File: src/rtl/ref_fetch_sched.sv
// Fetch scheduler: walks a frame strip/column/row, prefetches frame-memory words into a FIFO for the SRAM stage.
// Latency: ref_in shows the FIFO head combinationally; a return is visible on ref_in the cycle after mem_rvalid.
// Backpressure: requests are credit-limited by FIFO space and outstanding reads; read_en with an empty FIFO flags underrun.
module ref_fetch_sched #(
    parameter int WIN_ROWS   = 23,
    parameter int COLS       = 482,
    parameter int LINE_WORDS = 482,
    parameter int STRIP_STEP = 16,
    parameter int NUM_STRIPS = 68,
    parameter int FIFO_DEPTH = 32,
    parameter int MAX_OUTST  = 8,
    parameter int AW         = 24
) (
    input  logic          clk,
    input  logic          rst,
    input  logic          start,
    input  logic [AW-1:0] frame_base,
    output logic          mem_req,
    output logic [AW-1:0] mem_addr,
    input  logic          mem_gnt,
    input  logic          mem_rvalid,
    input  logic [63:0]   mem_rdata,
    input  logic          read_en,
    output logic [63:0]   ref_in,
    output logic          sram_rst,
    output logic          busy,
    output logic          frame_done,
    output logic          underrun
);

    localparam int STRIP_WORDS = COLS * WIN_ROWS;
    localparam int RW  = $clog2(WIN_ROWS + 1);
    localparam int CLW = $clog2(COLS + 1);
    localparam int SW  = $clog2(NUM_STRIPS + 1);
    localparam int CNW = $clog2(STRIP_WORDS + 1);
    localparam int FAW = $clog2(FIFO_DEPTH);
    localparam int OW  = $clog2(FIFO_DEPTH + 1);
    localparam int OSW = $clog2(MAX_OUTST + 1);

    localparam logic [RW-1:0]  ROW_LAST    = RW'(WIN_ROWS - 1);
    localparam logic [CLW-1:0] COL_LAST    = CLW'(COLS - 1);
    localparam logic [SW-1:0]  STRIP_LAST  = SW'(NUM_STRIPS - 1);
    localparam logic [CNW-1:0] CNT_LAST    = CNW'(STRIP_WORDS - 1);
    localparam logic [OW-1:0]  OCC_FULL    = OW'(FIFO_DEPTH);
    localparam logic [OW-1:0]  OCC_PREFILL = OW'(WIN_ROWS + 1);
    localparam logic [OW:0]    INFL_LIM    = (OW+1)'(FIFO_DEPTH);
    localparam logic [OSW-1:0] OUT_LIM     = OSW'(MAX_OUTST);
    localparam logic [AW-1:0]  ADDR_LINE   = AW'(LINE_WORDS);
    localparam logic [AW-1:0]  ADDR_STRIP  = AW'(STRIP_STEP * LINE_WORDS);

    typedef enum logic [1:0] {S_IDLE, S_PREFILL, S_STREAM, S_DRAIN} state_t;

    state_t          state, state_n;
    logic            done_evt;
    logic [SW-1:0]   strip;
    logic [CNW-1:0]  cons_cnt;
    logic [RW-1:0]   iss_row;
    logic [CLW-1:0]  iss_col;
    logic [SW-1:0]   iss_strip;
    logic            iss_done;
    logic [AW-1:0]   strip_base, col_top, cur_addr;
    logic [OSW-1:0]  outst;
    logic [63:0]     fifo_mem [FIFO_DEPTH];
    logic [FAW-1:0]  wr_ptr, rd_ptr;
    logic [OW-1:0]   occ;
    logic            sram_rst_q, frame_done_q, underrun_q;

    logic            fifo_empty, fifo_full, start_evt, issue, ret, ret_dec;
    logic            push_ok, pop, cons_evt, last_word;
    logic [OW:0]     inflight;

    assign fifo_empty = (occ == '0);
    assign fifo_full  = (occ == OCC_FULL);
    assign inflight   = (OW+1)'(occ) + (OW+1)'(outst);
    assign start_evt  = (state == S_IDLE) && start;
    assign mem_req    = ((state == S_PREFILL) || (state == S_STREAM)) && !iss_done
                        && (inflight < INFL_LIM) && (outst < OUT_LIM);
    assign issue      = mem_req && mem_gnt;
    assign ret        = mem_rvalid && (state != S_IDLE);
    assign ret_dec    = ret && (outst != '0);
    // DRAIN also flushes: after an underrun the FIFO can hold words nobody will read.
    assign pop        = (read_en || (state == S_DRAIN)) && !fifo_empty;
    assign push_ok    = ret && (!fifo_full || pop);
    assign cons_evt   = (state == S_STREAM) && read_en;
    assign last_word  = (cons_cnt == CNT_LAST);

    assign mem_addr   = cur_addr;
    assign ref_in     = fifo_empty ? '0 : fifo_mem[rd_ptr];
    assign sram_rst   = sram_rst_q;
    assign busy       = (state != S_IDLE);
    assign frame_done = frame_done_q;
    assign underrun   = underrun_q;

    always_comb begin
        state_n  = state;
        done_evt = 1'b0;
        case (state)
            S_IDLE:    if (start) state_n = S_PREFILL;
            S_PREFILL: if (occ >= OCC_PREFILL) state_n = S_STREAM;
            S_STREAM:  if (cons_evt && last_word && (strip == STRIP_LAST)) state_n = S_DRAIN;
            S_DRAIN: begin
                if ((outst == '0) && fifo_empty) begin
                    state_n  = S_IDLE;
                    done_evt = 1'b1;
                end
            end
            default:   state_n = S_IDLE;
        endcase
    end

    always_ff @(posedge clk) begin
        if (rst) begin
            state        <= S_IDLE;
            sram_rst_q   <= 1'b1;
            frame_done_q <= 1'b0;
            underrun_q   <= 1'b0;
            strip        <= '0;
            cons_cnt     <= '0;
        end else begin
            state        <= state_n;
            // released one cycle after entering STREAM, re-asserted as the frame ends
            sram_rst_q   <= !(((state == S_STREAM) || (state == S_DRAIN)) && (state_n != S_IDLE));
            frame_done_q <= done_evt;
            if (start_evt) begin
                underrun_q <= 1'b0;
                strip      <= '0;
                cons_cnt   <= '0;
            end else if (cons_evt) begin
                if (fifo_empty) underrun_q <= 1'b1;
                if (last_word) begin
                    cons_cnt <= '0;
                    if (strip != STRIP_LAST) strip <= strip + 1'b1;
                end else begin
                    cons_cnt <= cons_cnt + 1'b1;
                end
            end
        end
    end

    always_ff @(posedge clk) begin
        if (rst) begin
            iss_row    <= '0;
            iss_col    <= '0;
            iss_strip  <= '0;
            iss_done   <= 1'b0;
            strip_base <= '0;
            col_top    <= '0;
            cur_addr   <= '0;
        end else if (start_evt) begin
            iss_row    <= '0;
            iss_col    <= '0;
            iss_strip  <= '0;
            iss_done   <= 1'b0;
            strip_base <= frame_base;
            col_top    <= frame_base;
            cur_addr   <= frame_base;
        end else if (issue) begin
            if (iss_row != ROW_LAST) begin
                iss_row  <= iss_row + 1'b1;
                cur_addr <= cur_addr + ADDR_LINE;
            end else begin
                iss_row <= '0;
                if (iss_col != COL_LAST) begin
                    iss_col  <= iss_col + 1'b1;
                    col_top  <= col_top + 1'b1;
                    cur_addr <= col_top + 1'b1;
                end else begin
                    iss_col    <= '0;
                    iss_strip  <= iss_strip + 1'b1;
                    strip_base <= strip_base + ADDR_STRIP;
                    col_top    <= strip_base + ADDR_STRIP;
                    cur_addr   <= strip_base + ADDR_STRIP;
                    if (iss_strip == STRIP_LAST) iss_done <= 1'b1;
                end
            end
        end
    end

    always_ff @(posedge clk) begin
        if (rst) begin
            outst <= '0;
        end else begin
            case ({issue, ret_dec})
                2'b10:   outst <= outst + 1'b1;
                2'b01:   outst <= outst - 1'b1;
                default: outst <= outst;
            endcase
        end
    end

    always_ff @(posedge clk) begin
        if (rst) begin
            wr_ptr <= '0;
            rd_ptr <= '0;
            occ    <= '0;
        end else if (start_evt) begin
            wr_ptr <= '0;
            rd_ptr <= '0;
            occ    <= '0;
        end else begin
            if (push_ok) wr_ptr <= wr_ptr + 1'b1;
            if (pop)     rd_ptr <= rd_ptr + 1'b1;
            case ({push_ok, pop})
                2'b10:   occ <= occ + 1'b1;
                2'b01:   occ <= occ - 1'b1;
                default: occ <= occ;
            endcase
        end
    end

    always_ff @(posedge clk) begin
        if (push_ok) fifo_mem[wr_ptr] <= mem_rdata;
    end

endmodule
File: config.mk
export PLATFORM = sky130hd
export DESIGN_NAME = ref_fetch_sched
export DESIGN_NICKNAME = d
export VERILOG_FILES = /design/src/rtl/ref_fetch_sched.sv
export SDC_FILE = /design/constraint.sdc
export NUM_CORES = 2
export LEC_CHECK = 0
export ABC_AREA = 0
export CAP_MARGIN = 20
export CORE_MARGIN = 3
export CORE_UTILIZATION = 40
export DETAILED_ROUTE_END_ITERATION = 16
export GPL_ROUTABILITY_DRIVEN = 1
export SYNTH_ARGS = -nofsm -noshare
export SYNTH_HDL_FRONTEND = slang
export SYNTH_SLANG_ARGS = --single-unit
File: constraint.sdc
create_clock -name clk -period 5.5 [get_ports clk]
set_input_delay 0.825 -clock clk [delete_from_list [all_inputs] [get_ports clk]]
set_output_delay 0.825 -clock clk [all_outputs]
set_load 0.02 [all_outputs]
* Yosys cells after proc, flatten, opt, wreduce, memory -nomap -nowiden
Memory sizes are Yosys's and may differ from the RTL's. A register that Yosys moved wholly into a read port is not among the register bits.
Cells that the tools add are included.
** Word-level totals
- Register bits after elaboration :: 140
- RAM bits :: 2048
- Bits of input ports :: 94
- Output and inout bits :: 93
- Logic and storage cells :: 122
- Memories kept :: 1
** Memories
- fifo_mem :: depth 32, width 64, read ports 1, clocked after memory_dff 1, write ports 1, line 63 : logic [63:0] fifo_mem [FIFO_DEPTH];
** Operators by class
- $add $sub $neg :: 15
- Magnitude comparators :: 3
- Equality and inequality tests :: 16
- Muxes and demuxes :: 27
- Bitwise gates (word level) :: 3
- Reduce and logical (&&, ||, !) cells :: 40
** Operators with widths (count)
- two-way mux 24 bit :: 11
- two-way mux 64 bit :: 1
- adder 24 x 1 -> 24 bit (second input constant) :: 1
- adder 24 x 13 -> 24 bit (second input constant) :: 1
- adder 24 x 9 -> 24 bit (second input constant) :: 1
- adder 5 x 1 -> 5 bit (second input constant) :: 3
- two-way mux 5 bit :: 3
- adder 14 x 1 -> 14 bit (second input constant) :: 1
- adder 7 x 1 -> 7 bit (second input constant) :: 2
- == test 14 bit (second input constant) :: 1
- == test 7 bit (second input constant) :: 2
- logical AND 1 bit :: 14
- two-way mux 14 bit :: 1
- one-hot mux 6 bit (2 select lines) :: 1
- nonzero test 2 bit :: 5
- adder 9 x 1 -> 9 bit (second input constant) :: 1
- two-way mux 9 bit :: 1
- inequality test 9 bit (second input constant) :: 1
- AND reduction 3 bit :: 3
- == test 2 bit (second input constant) :: 4
- two-way mux 2 bit :: 4
- one-hot mux 2 bit (4 select lines) :: 1
- one-hot mux 4 bit (2 select lines) :: 1
- adder 6 x 4 -> 7 bit :: 1
- other kinds (23) :: 39

* Logic depth before layout (Yosys ltp)
- Depth after elaboration :: 9
- Depth in mapped cells :: 14
- Gate-level depth less buffers :: 13

* Least setup slack after synthesis
OpenSTA, ideal clock, no wires.
- Kind :: input to register
- From :: input mem_rvalid
- To :: memory fifo_mem[15][0], enable pin
- Arrival time :: 4268 ps
- Setup slack :: 745 ps
- Stages on the path :: 4
- Path buffers :: 0
- Path through :: nand2b_1 > a41oi_2 > nand2_1 > nor2_1
** On the way
- Cells in the longest elaborated chain, start to end :: 4
** RTL lines
- start: declaration :: line 21 : input logic mem_rvalid,
- logical AND 1 bit :: line 79 : assign ret = mem_rvalid && (state != S_IDLE);
- logical AND 1 bit :: line 83 : assign push_ok = ret && (!fifo_full || pop);
- two-way mux 1 bit :: line 212 : if (push_ok) fifo_mem[wr_ptr] <= mem_rdata;
- two-way mux 1 bit (not written as such) :: line 212
- end: declaration :: line 63
No other way between the ends.

==> results.md <==
* CTS Hold Buffers Added at 0
* Vias/cell at 5.680
* Hold path start: mem_addr[0]$_SDFFE_PP0P_
* Post-DRT Antenna Nets at 0
* First-pass GRT wire length at 315300 um
* Max frequency at 0.1961 GHz
* Final WL at 216700 um
* Post-synth top area cell: edfxtp_1
* Worst r2r src: state[0]$_SDFF_PP0_
* Post-synth EDFFs at 2048
* GP Congestion at 0.8047
* Crit. End Element: output pin
* Psw at 0.01082 W
* Slew HR at 0.2576
* Reg2reg end: fifo_mem[30][57]$_DFFE_PP_
* Top-count cell post-synth: edfxtp_1
* CP Class: reg -> out
* Setup crit start kind: flip-flop
* Setup TNS at 0 ps
* Netlist cell types at 84
* WL/cell at 28.70 um
* Hold endpoint: mem_addr[0]$_SDFFE_PP0P_
* Placement Cell Area at 92650 um^2
* Largest net degree at the start of global routing at 102
* Peak supply drop at 0.0003593 V
* Worst-Skew Late Latency at 850 ps
* Synthesized area per cell at 20.60 um^2
* Core Box Area at 212900 um^2
* Ys async rst share at 0
* Sequential share of power at 0.461
* Logic gate share of total power at 0.187
* Total global-route track usage at 0.1952
* Number of setup buffers added after CTS at 0
* 1st-pass router iterations at 7
* Via count at 42886
* Clock power frac at 0.352
* Post-layout instance area at 100100 um^2
* Die height at 469.8 um
* Critical Path Fanout Max at 28
* Status: finished, final reports clean
* Die W at 469.8 um
* Ranking of synthesized cells by area: edfxtp_1, mux4_2, dfxtp_1, nor2_1, a21oi_1
* Die area at 220700 um^2
* Starting DRT DRC Count at 4762
* Ys Warns at 0
* Port Buffers at 186
* Vias in the first global route at 43553
* Switching share of power at 0.2625
* Final min period at 5100 ps
* PostCTS Resize Cnt at 0
* Min-Delay Path Class: reg -> reg
* Top-area cell type share of the netlist area at 0.7147
* Final Hold Fails at 0
* Pleak at 30.49 nW
* Register clock-pin slew on the reported worst setup and hold paths at 60 ps
* PwrDens at 411.8 nW/um^2
* Fin nets at 4668
* TritonCTS clock tree: done
* Area growth, synth to finish at 16.36%
* Net Count, Synth at 4303
* Hpwl dp at 113200 um
* Initial antenna violation count at 17
* Root buffer cell: clkbuf_16
* Ports at 187
* Synth Flop Type: edfxtp_1
* Fin Hold WS at 456.3 ps
* TritonCTS buffer count at 219
* Overflow after GRT at 0
* Remaining routing DRC violations at 0
* Setup Skew at 73.40 ps
* Share of layout cells above drive strength 1 at 0.2538
* RSZ-0062 raised after global routing: false
* WP data required at 4680 ps
* Critical path arrival at 4280 ps
* Synth cell count leaders: edfxtp_1, mux4_2, nor2_1
* Post-synthesis sequential area ratio at 0.7485
* #FFs+latches synth at 2193
* Worst reg2reg setup slack at 1930 ps
* Mapped Area at 86050 um^2
* Clock Tree Buf Depth at 3
* Slew Limit Fails at 0
* H-tree levels at 4
* Setup-failing EPs final at 0
* Worst Reg-to-Reg Cells at 7
* Clock net sink count at 2193
* Max_cap viols at 0
* Final Cycle Share at 0.9273
* Syn Inst Count at 4176
* FP Rows at 169
* Effective utilization at floorplan at 0.4041
* Least-Margin Pin Slew at 1110 ps
* Int Power at 0.03040 W
* Hold Path Stages at 2
[cells by family (layout without fill, tap and decap cells)]
family                     Yosys count  after routing  share of synthesized area
other                                0              2                          0
xor gates and xnor gates            96             96                   0.009772
AOI/OAI and AO/OA                  338            338                    0.02449
buffers and inverters              330            882                    0.01563
and+or+nand+nor                    497            497                    0.02841
muxes                              689            689                     0.1683
adders and majority gates           33             33                   0.004973
DFF                               2193           2193                     0.7485
[cells in the final DEF, fill, tap and decap left out, types with 47 or more instances in the layout]
master / instances
clkdlybuf4s50_1: 185
a21oi_1: 123
clkinv_2: 47
inv_1: 119
xor2_1: 52
nor2_1: 165
edfxtp_1: 2048
clkbuf_16: 227
buf_12: 58
o22ai_1: 69
mux4_2: 602
mux2i_1: 48
dfxtp_1: 141
buf_4: 91
nand2_1: 100
[area by class of cell]
class / count / area, um^2
tap: 2821 / 3530
timing repair buffer: 354 / 4156
inverter: 120 / 450.4
sequential: 2193 / 64420
antenna: 2 / 5.005
clock inverter: 145 / 1297
clock buffer: 263 / 5717
multi-input combinational: 1653 / 20550
fill: 17412 / 112800
[how the worst max path moves through the flow]
stage	slack [ps]	to	cells after the start
6_report	400	ref_in[56]	7
2_1_floorplan	740	fifo_mem[15][0]$_DFFE_PP_	4
4_1_cts	250	ref_in[56]	7
3_3_place_gp	1160	ref_in[56]	7
5_1_grt	130	ref_in[56]	7
3_5_place_dp	1180	ref_in[0]	6
[critical path, stage by stage (launching register included)]
cell and delay [ps]:
dfxtp_4 810, buf_4 620, mux4_2 580, mux2i_1 170, nor2_1 60, a21oi_1 380
o22ai_1 210, clkdlybuf4s50_1 580
[sequential cells by signal (all words and copies together) (netlist names), 5 cells and up, named ones only]
| signal | count |
|---|---|
| occ | 6 |
| cons_cnt | 14 |
| rd_ptr | 5 |
| fifo_mem | 2048 |
| wr_ptr | 5 |
| iss_row | 5 |
| mem_addr | 24 |
| strip | 7 |
| strip_base | 24 |
| iss_strip | 7 |
| col_top | 24 |
| iss_col | 9 |
[power groups by stage]
stage | sequential [W] | clock, W | combinational [W]
after floorplan | 0.0193 | 0 | 0.00505
after global placement | 0.0193 | 0 | 0.00778
after detailed placement | 0.0194 | 0 | 0.00782
after CTS | 0.0190 | 0.0149 | 0.00785
after global routing | 0.0190 | 0.0155 | 0.00834
final | 0.0190 | 0.0145 | 0.00772
[through the flow]
step | power, W | utilization | setup slack [ps] | instances
finish | 0.04123 | 0.4702 | 400.0 | 7551
global route | 0.04290 | 0.4702 | 128.3 | 7550
CTS | 0.04170 | 0.4680 | 254.2 | 7530
detailed placement | 0.02717 | 0.4351 | 1185 | 7122
global placement | 0.02712 | 0.4351 | 1160 | 7122
floorplan | 0.02433 | - | 744.7 | 4176
[metal layers]
layer,global-route usage,part of all wire,vias to the layer above
met2,0.3144,0.48,1468
met1,0.2824,0.43,23081
met4,0.04143,0.019,12
li1,-,-,18027
met3,0.03137,0.064,298
met5,0,0.00042,-
Power figures use the tool's default switching activity.
